## config.mk

```make
export PLATFORM = sky130hd
export DESIGN_NAME = edge_event_detector
export DESIGN_NICKNAME = d
export VERILOG_FILES = /design/src/rtl/edge_event_detector_pkg.sv /design/src/rtl/edge_event_detector_debounce_chan.sv /design/src/rtl/edge_event_detector.sv
export SDC_FILE = /design/constraint.sdc
export NUM_CORES = 1
export LEC_CHECK = 0
export CORE_AREA = 2 2 59 61
export CTS_CLUSTER_DIAMETER = 40
export CTS_CLUSTER_SIZE = 8
export DETAILED_ROUTE_END_ITERATION = 10
export DIE_AREA = 0 0 61 63
export PLACE_DENSITY_LB_ADDON = 0.3
export SKIP_CTS_REPAIR_TIMING = 1
export SYNTH_ARGS = -nofsm -noshare
export SYNTH_HDL_FRONTEND = slang
export SYNTH_SLANG_ARGS = --single-unit
```

## constraint.sdc

```tcl
create_clock -name i_clk -period 2.22 [get_ports i_clk]
set_clock_uncertainty 0.1 [all_clocks]
set_input_delay 0.333 -clock i_clk [delete_from_list [all_inputs] [get_ports i_clk]]
set_output_delay 0.333 -clock i_clk [all_outputs]
set_load 0.05 [all_outputs]
```

## src/rtl/edge_event_detector_pkg.sv

```systemverilog
// Shared edge-mode encoding and the mode/direction match rule used by
// every channel of edge_event_detector.
package edge_event_detector_pkg;

  typedef enum logic [1:0] {
    EDGE_NONE = 2'b00,
    EDGE_RISE = 2'b01,
    EDGE_FALL = 2'b10,
    EDGE_BOTH = 2'b11
  } edge_mode_e;

  // newLevel is the level being accepted; the edge direction follows from it.
  function automatic logic edgeMatches(input logic [1:0] mode, input logic newLevel);
    logic match;
    match = 1'b0;
    case (edge_mode_e'(mode))
      EDGE_RISE: match = newLevel;
      EDGE_FALL: match = ~newLevel;
      EDGE_BOTH: match = 1'b1;
      default:   match = 1'b0;
    endcase
    return match;
  endfunction

endpackage

```

## src/rtl/edge_event_detector_debounce_chan.sv

```systemverilog
// One input channel: synchroniser, debounce counter, accepted level,
// mode-qualified one-cycle pulse and a sticky event flag with clear.
module debounce_chan
  import edge_event_detector_pkg::*;
#(
  parameter int SYNC_STAGES     = 2,
  parameter int DEBOUNCE_CYCLES = 16
) (
  input  logic       i_clk,
  input  logic       i_rst,
  input  logic       i_signal,
  input  logic [1:0] i_mode,
  input  logic       i_clr,
  output logic       o_level,
  output logic       o_pulse,
  output logic       o_flag
);

  localparam int                CNT_W    = $clog2(DEBOUNCE_CYCLES) + 1;
  localparam logic [CNT_W-1:0]  CNT_LAST = CNT_W'(DEBOUNCE_CYCLES - 1);

  logic [SYNC_STAGES-1:0] r_syncChain;
  logic [CNT_W-1:0]       r_cnt;
  logic                   r_level;
  logic                   r_pulse;
  logic                   r_flag;

  logic w_syncOut;
  logic w_differs;
  logic w_accept;
  logic w_fire;

  assign w_syncOut = r_syncChain[SYNC_STAGES-1];
  assign w_differs = (w_syncOut != r_level);
  assign w_accept  = w_differs && (r_cnt == CNT_LAST);
  // Mode is looked at only on the accepting cycle, so changing it never pulses.
  assign w_fire    = w_accept && edgeMatches(i_mode, w_syncOut);

  always_ff @(posedge i_clk) begin
    if (i_rst) begin
      r_syncChain <= '0;
    end else begin
      r_syncChain <= {r_syncChain[SYNC_STAGES-2:0], i_signal};
    end
  end

  always_ff @(posedge i_clk) begin
    if (i_rst) begin
      r_cnt   <= '0;
      r_level <= 1'b0;
    end else if (!w_differs) begin
      r_cnt   <= '0;
    end else if (w_accept) begin
      r_level <= w_syncOut;
      r_cnt   <= '0;
    end else begin
      r_cnt   <= r_cnt + CNT_W'(1);
    end
  end

  // The flag is set on the same edge the pulse is registered; set beats clear.
  always_ff @(posedge i_clk) begin
    if (i_rst) begin
      r_pulse <= 1'b0;
      r_flag  <= 1'b0;
    end else begin
      r_pulse <= w_fire;
      if (w_fire) begin
        r_flag <= 1'b1;
      end else if (i_clr) begin
        r_flag <= 1'b0;
      end
    end
  end

  assign o_level = r_level;
  assign o_pulse = r_pulse;
  assign o_flag  = r_flag;

endmodule

```

## src/rtl/edge_event_detector.sv

```systemverilog
// Multi-channel debounced edge detector: one debounce_chan per input plus
// an OR of the sticky flags for the alarm FSM.
module edge_event_detector
  import edge_event_detector_pkg::*;
#(
  parameter int CHANNELS        = 4,
  parameter int SYNC_STAGES     = 2,
  parameter int DEBOUNCE_CYCLES = 16
) (
  input  logic                  i_clk,
  input  logic                  i_rst,
  input  logic [CHANNELS-1:0]   i_signal,
  input  logic [2*CHANNELS-1:0] i_mode,
  input  logic [CHANNELS-1:0]   i_clr,
  output logic [CHANNELS-1:0]   o_level,
  output logic [CHANNELS-1:0]   o_pulse,
  output logic [CHANNELS-1:0]   o_flag,
  output logic                  o_any
);

  logic [CHANNELS-1:0] w_level;
  logic [CHANNELS-1:0] w_pulse;
  logic [CHANNELS-1:0] w_flag;

  for (genvar c = 0; c < CHANNELS; c++) begin : g_chan
    debounce_chan #(
      .SYNC_STAGES     (SYNC_STAGES),
      .DEBOUNCE_CYCLES (DEBOUNCE_CYCLES)
    ) u_chan (
      .i_clk    (i_clk),
      .i_rst    (i_rst),
      .i_signal (i_signal[c]),
      .i_mode   (i_mode[2*c +: 2]),
      .i_clr    (i_clr[c]),
      .o_level  (w_level[c]),
      .o_pulse  (w_pulse[c]),
      .o_flag   (w_flag[c])
    );
  end

  assign o_level = w_level;
  assign o_pulse = w_pulse;
  assign o_flag  = w_flag;
  assign o_any   = |w_flag;

endmodule

```

* Yosys cells after proc, flatten, opt, wreduce, memory -nomap -nowiden *
Cells that the tools add are included.

storage, ports and cells
  bits in registers = 40
  input bits = 18
  word-level logic and storage cells = 85

operators by class
  $add $sub $neg = 4
  equal/unequal tests = 20
  mux-type cells = 12
  bitwise gates (word level) = 8
  reduce and logical (&&, ||, !) cells = 21

operators with widths
  kind                                           number
  adder 5 x 1 -> 5 bit, second input constant    4
  == test 5 x 4 -> 1 bit, second input constant  4
  == test 2 bit, second input constant           8
  one-hot mux 1 bit (3 select lines)             4
  OR reduction 3 bit                             4
  == test 2 x 1 -> 1 bit, second input constant  4
  logical AND 1 bit                              8
  two-way mux 1 bit                              8
  inverter 1 bit                                 8
  AND reduction 2 bit                            4
  nonzero test 2 bit                             4
  inequality test 1 bit                          4
  OR reduction 4 bit                             1

* Logic depth before layout (Yosys ltp) *
  depth in word-level cells = 4
  gate-level depth with buffers = 6

* Hierarchy *
Synthesis repeated with hierarchy kept, for this count alone.

unflattened totals
  cells, all modules = 141
  area, all modules = 1463.9 µm²

by module, submodules not included
  module               times used  cells an instance  area an instance (µm²)  seq. area each (µm²)
  debounce_chan        4           35                 364.1                   200.2
  edge_event_detector  1           1                  7.5                     0.0

* Worst setup path after synthesis *
OpenSTA, ideal clock, no wires.

  kind = reg2reg
  start point = register g_chan[1].u_chan.r_cnt[0]
  end point = register g_chan[1].u_chan.r_cnt[2]
  arrival time = 1.388 ns
  required time = 2.056 ns
  slack = 0.667 ns
  cell stages (with the launch flop) = 6
  path buffers = 0
  path through = dfxtp_1 > ha_1 > and3_1 > ha_1 > or3_4 > nor2_1

between the ends
  longest elaborated chain between the ends = 3

ends and longest elaborated chain
  item                                                                          RTL line                                 text
  from (decl)                                                                   edge_event_detector_debounce_chan.sv:23  logic [CNT_W-1:0] r_cnt;
  from (signal assigned)                                                        edge_event_detector_debounce_chan.sv:57  r_cnt <= r_cnt + CNT_W'(1);
  parallel branches: the longest is 3 deep, another holds adder 5 x 1 -> 5 bit  n/a

Parallel ways; which one is timed is not known.
A chain may end at the register's enable or synchronous reset.

* Worst setup path in the final report *
  start point = register g_chan[3].u_chan.r_level
  end point = output o_level[3]

RTL lines
  item                    RTL line                                 text
  from (decl)             edge_event_detector_debounce_chan.sv:24  logic r_level;
  from (signal assigned)  edge_event_detector_debounce_chan.sv:54  r_level <= w_syncOut;
  to (decl)               edge_event_detector.sv:15                output logic [CHANNELS-1:0] o_level,

No word-level cell between the ends.

==> impl_metrics.json <==
{
  "status": "finished, final reports clean",
  "yosysWarnings": 0,
  "synthTopCellsByCount": "40 x dfxtp_1, 28 x nor2_1, 13 x buf_4",
  "regArea_sq_um": 800.8,
  "cp_cell_sequence": "clkdlybuf4s50_1",
  "worstPathArrival_ps": 1580,
  "synth_area_leaders": "dfxtp_1 51%, nor2_1 6.7%, ha_1 6.4%",
  "holdWs_ps": 345.8,
  "grt_remaining_overflow": 0,
  "start_kind": "flip-flop",
  "r2r_start": "g_chan[1].u_chan.r_cnt[0]",
  "worst_path_largest_cell_delay_ps": 840,
  "power_per_cell_area_mw_per_mm2": 596.0,
  "worstMarginPinSlew_ps": 518.8,
  "synth_flop_cell": "dfxtp_1",
  "rsz0062_at_grt": "no",
  "leakage_nw": 0.7399,
  "hp-class": "reg -> reg",
  "final.fill_count": 315,
  "final_max_slew_viol_count": 0,
  "required_ps": 1790,
  "path_class": "reg -> out",
  "fin_nets": 205,
  "area_delta_synth_final_pct": 19.89,
  "synth-xor-area-share_pct": 6.709,
  "initial_core_util_pct": 48.47,
  "postRouteAntennaNets": 0,
  "setup_viol_count_final": 0,
  "die_h_um": 63,
  "worstHoldStart": "g_chan[0].u_chan.r_syncChain[0]",
  "p_sw_w": 0.0002370,
  "dr.pass1.iters": 4,
  "synth_seq_area_share_pct": 51.12,
  "syn_inst": 155,
  "wire_per_inst_um": 11.12,
  "worstHoldEndpoint": "g_chan[0].u_chan.r_syncChain[1]",
  "r2r_setup_slack_ps": 530,
  "portBuffers": 30,
  "placed_area_sq_mm": 0.001829,
  "endpoint_kind": "output pin",
  "vdd_drop_max_v": 0.0003289,
  "synthArstFlopShare_pct": 0,
  "dp_hpwl_mm": 1.919,
  "dr.first_iter.drc_count": 21,
  "stdcell_area_sq_mm": 0.001878,
  "dieArea_sq_mm": 0.003843,
  "whs_path_depth": 1,
  "layoutNonFillerInstCount": 225,
  "grt_pass1_vias": 1044,
  "synth_edf_count": 0,
  "cts_buffers": 5,
  "slew-limit-headroom_pct": 65.30,
  "cts-root-buf": "clkbuf_4",
  "dp_cells": 218,
  "drc": 0,
  "synth-compound-area-share_pct": 3.195,
  "post-route-period-util_pct": 90.66,
  "die_w_um": 61,
  "via_per_inst": 4.547,
  "row_count": 21,
  "design.core.area_sq_mm": 0.003232,
  "slowest_stage": "clkdlybuf4s50_1",
  "cts_buffer_depth": 2,
  "grt_max_degree": 25,
  "synth-seq-cells": 40,
  "p_comb_share_pct": 5.1,
  "cp_top_family": "buffers and inverters",
  "critPathBufInv": 1,
  "synthesis.area_sq_mm": 0.001567,
  "cts_tree": "built",
  "synthMuxAreaShare_pct": 2.556,
  "p_clk_share_pct": 29.5,
  "hold_viol": 0,
  "path_max_fanout": 5,
  "wl_mm": 2.502,
  "drv_cap": 0,
  "yosysMostFrequentCell": "dfxtp_1",
  "netlist.area_leader.share_pct": 51.12,
  "r2r_cells": 5,
  "num_antenna_cells": 0,
  "grt_use_total_pct": 15.26,
  "intPower_w": 0.0008823,
  "ios": 31,
  "period_needed_ps": 2013,
  "synth.distinct_cells": 18,
  "cts_sinks": 40,
  "grt_pass1_wl_mm": 4.257,
  "synth_top_family_by_area": "simple AND/OR/NAND/NOR gates",
  "synth_adder_area_share_pct": 6.390,
  "clk_pin_slew_ps": 100,
  "p_sw_share_pct": 21.18,
  "fmax_ghz": 0.4968,
  "synth_top_cell_by_area": "dfxtp_1",
  "antenna_found_initial": 0,
  "vias": 1023,
  "insertion_delay_ps": 330,
  "layout-drive-gt1-share_pct": 6.145,
  "synth_nets": 181,
  "timing.rr.end": "g_chan[1].u_chan.r_cnt[2]",
  "multi_input_area_sq_um": 633.1,
  "avgSynthCellArea_sq_um": 10.11,
  "yosys.area_share.simple_pct": 21.57,
  "place.gp.congestion": 0.6651,
  "share_seq_of_total_power_pct": 65.4,
  "ctsHtreeMaxLevel": 2
}
## metal layers
metal | part of all wire (%) | routed length, um | vias to the layer above | global-route usage, %
li1 | - | - | 534 | -
met3 | 5.7 | 142 | 5 | 7.039
met5 | 0 | 0 | - | 0
met2 | 49 | 1228 | 29 | 25.54
met4 | 1.5 | 38 | 0 | 5.707
met1 | 44 | 1093 | 455 | 16.30
## area by class of cell
type	instances	area share, %
inverters	8	1.599
multi-input cells	93	33.71
flip-flops and latches	40	42.64
repair buffers	31	16.52
clock buffers	6	2.199
well taps	46	3.065
clock inverters	1	0.2665
## power by group through the flow
stage	combinational, W	clock, W	sequential [W]
global placement	0.0000560	0	0.000748
global route	0.0000625	0.000380	0.000734
finish	0.0000566	0.000331	0.000732
detailed placement	0.0000572	0	0.000748
floorplan	0.0000230	0	0.000747
CTS	0.0000575	0.000340	0.000732
## state kept, by name, summed over array words and instances, names as in the netlist
register	flops
g_chan.u_chan.o_flag	4
g_chan.u_chan.o_level	4
g_chan.u_chan.o_pulse	4
g_chan.u_chan.r_cnt	20
g_chan.u_chan.r_syncChain	8
## layout by cell type (no fill, tap or decap)
cell type	synthesis	layout
a21o_1	4	4
a21oi_1	4	4
and3_1	4	4
buf_4	13	1
clkbuf_1	0	1
clkbuf_4	0	5
clkdlybuf4s50_1	0	29
clkinv_2	0	1
dfxtp_1	40	40
dlymetal6s2s_1	0	1
ha_1	8	8
inv_1	8	8
mux2i_1	4	4
nand2b_1	4	4
nand3_1	4	4
nand3b_1	8	8
nor2_1	28	28
nor2b_1	8	8
or3_4	4	4
or4_1	1	1
xnor2_1	8	8
xor2_1	4	4
## metrics by stage
stage / utilization [%] / total power [W] / setup slack [ps] / setup TNS (ps)
after floorplan: - / 0.0007699 / 667.4 / 0
after global placement: 56.60 / 0.0008036 / 265.1 / 0
after detailed placement: 56.60 / 0.0008057 / 263.8 / 0
after CTS: 58.03 / 0.001129 / -114.6 / -114.6
after global routing: 58.11 / 0.001176 / 110.8 / 0
final: 58.11 / 0.001119 / 207.3 / 0
## kinds of logic after synthesis
family          count (synthesis)
mux                             4
xor+xnor                       12
buf+inv                        22
fa+ha+maj                       8
compound gates                  8
flops                          40
simple gates                   61
## worst max-delay path by stage
stage / startpoint / to / slack, ps / depth (start not counted)
finish: g_chan[3].u_chan.o_level / o_level[3] / 210 / 1
global route: g_chan[1].u_chan.o_level / o_level[1] / 110 / 1
CTS: g_chan[0].u_chan.o_flag / o_any / -110 / 2
detailed placement: g_chan[0].u_chan.o_flag / o_any / 260 / 2
global placement: g_chan[0].u_chan.o_flag / o_any / 270 / 2
floorplan: g_chan[1].u_chan.r_cnt[0] / g_chan[1].u_chan.r_cnt[2] / 670 / 5
Power figures use the tool's default switching activity.
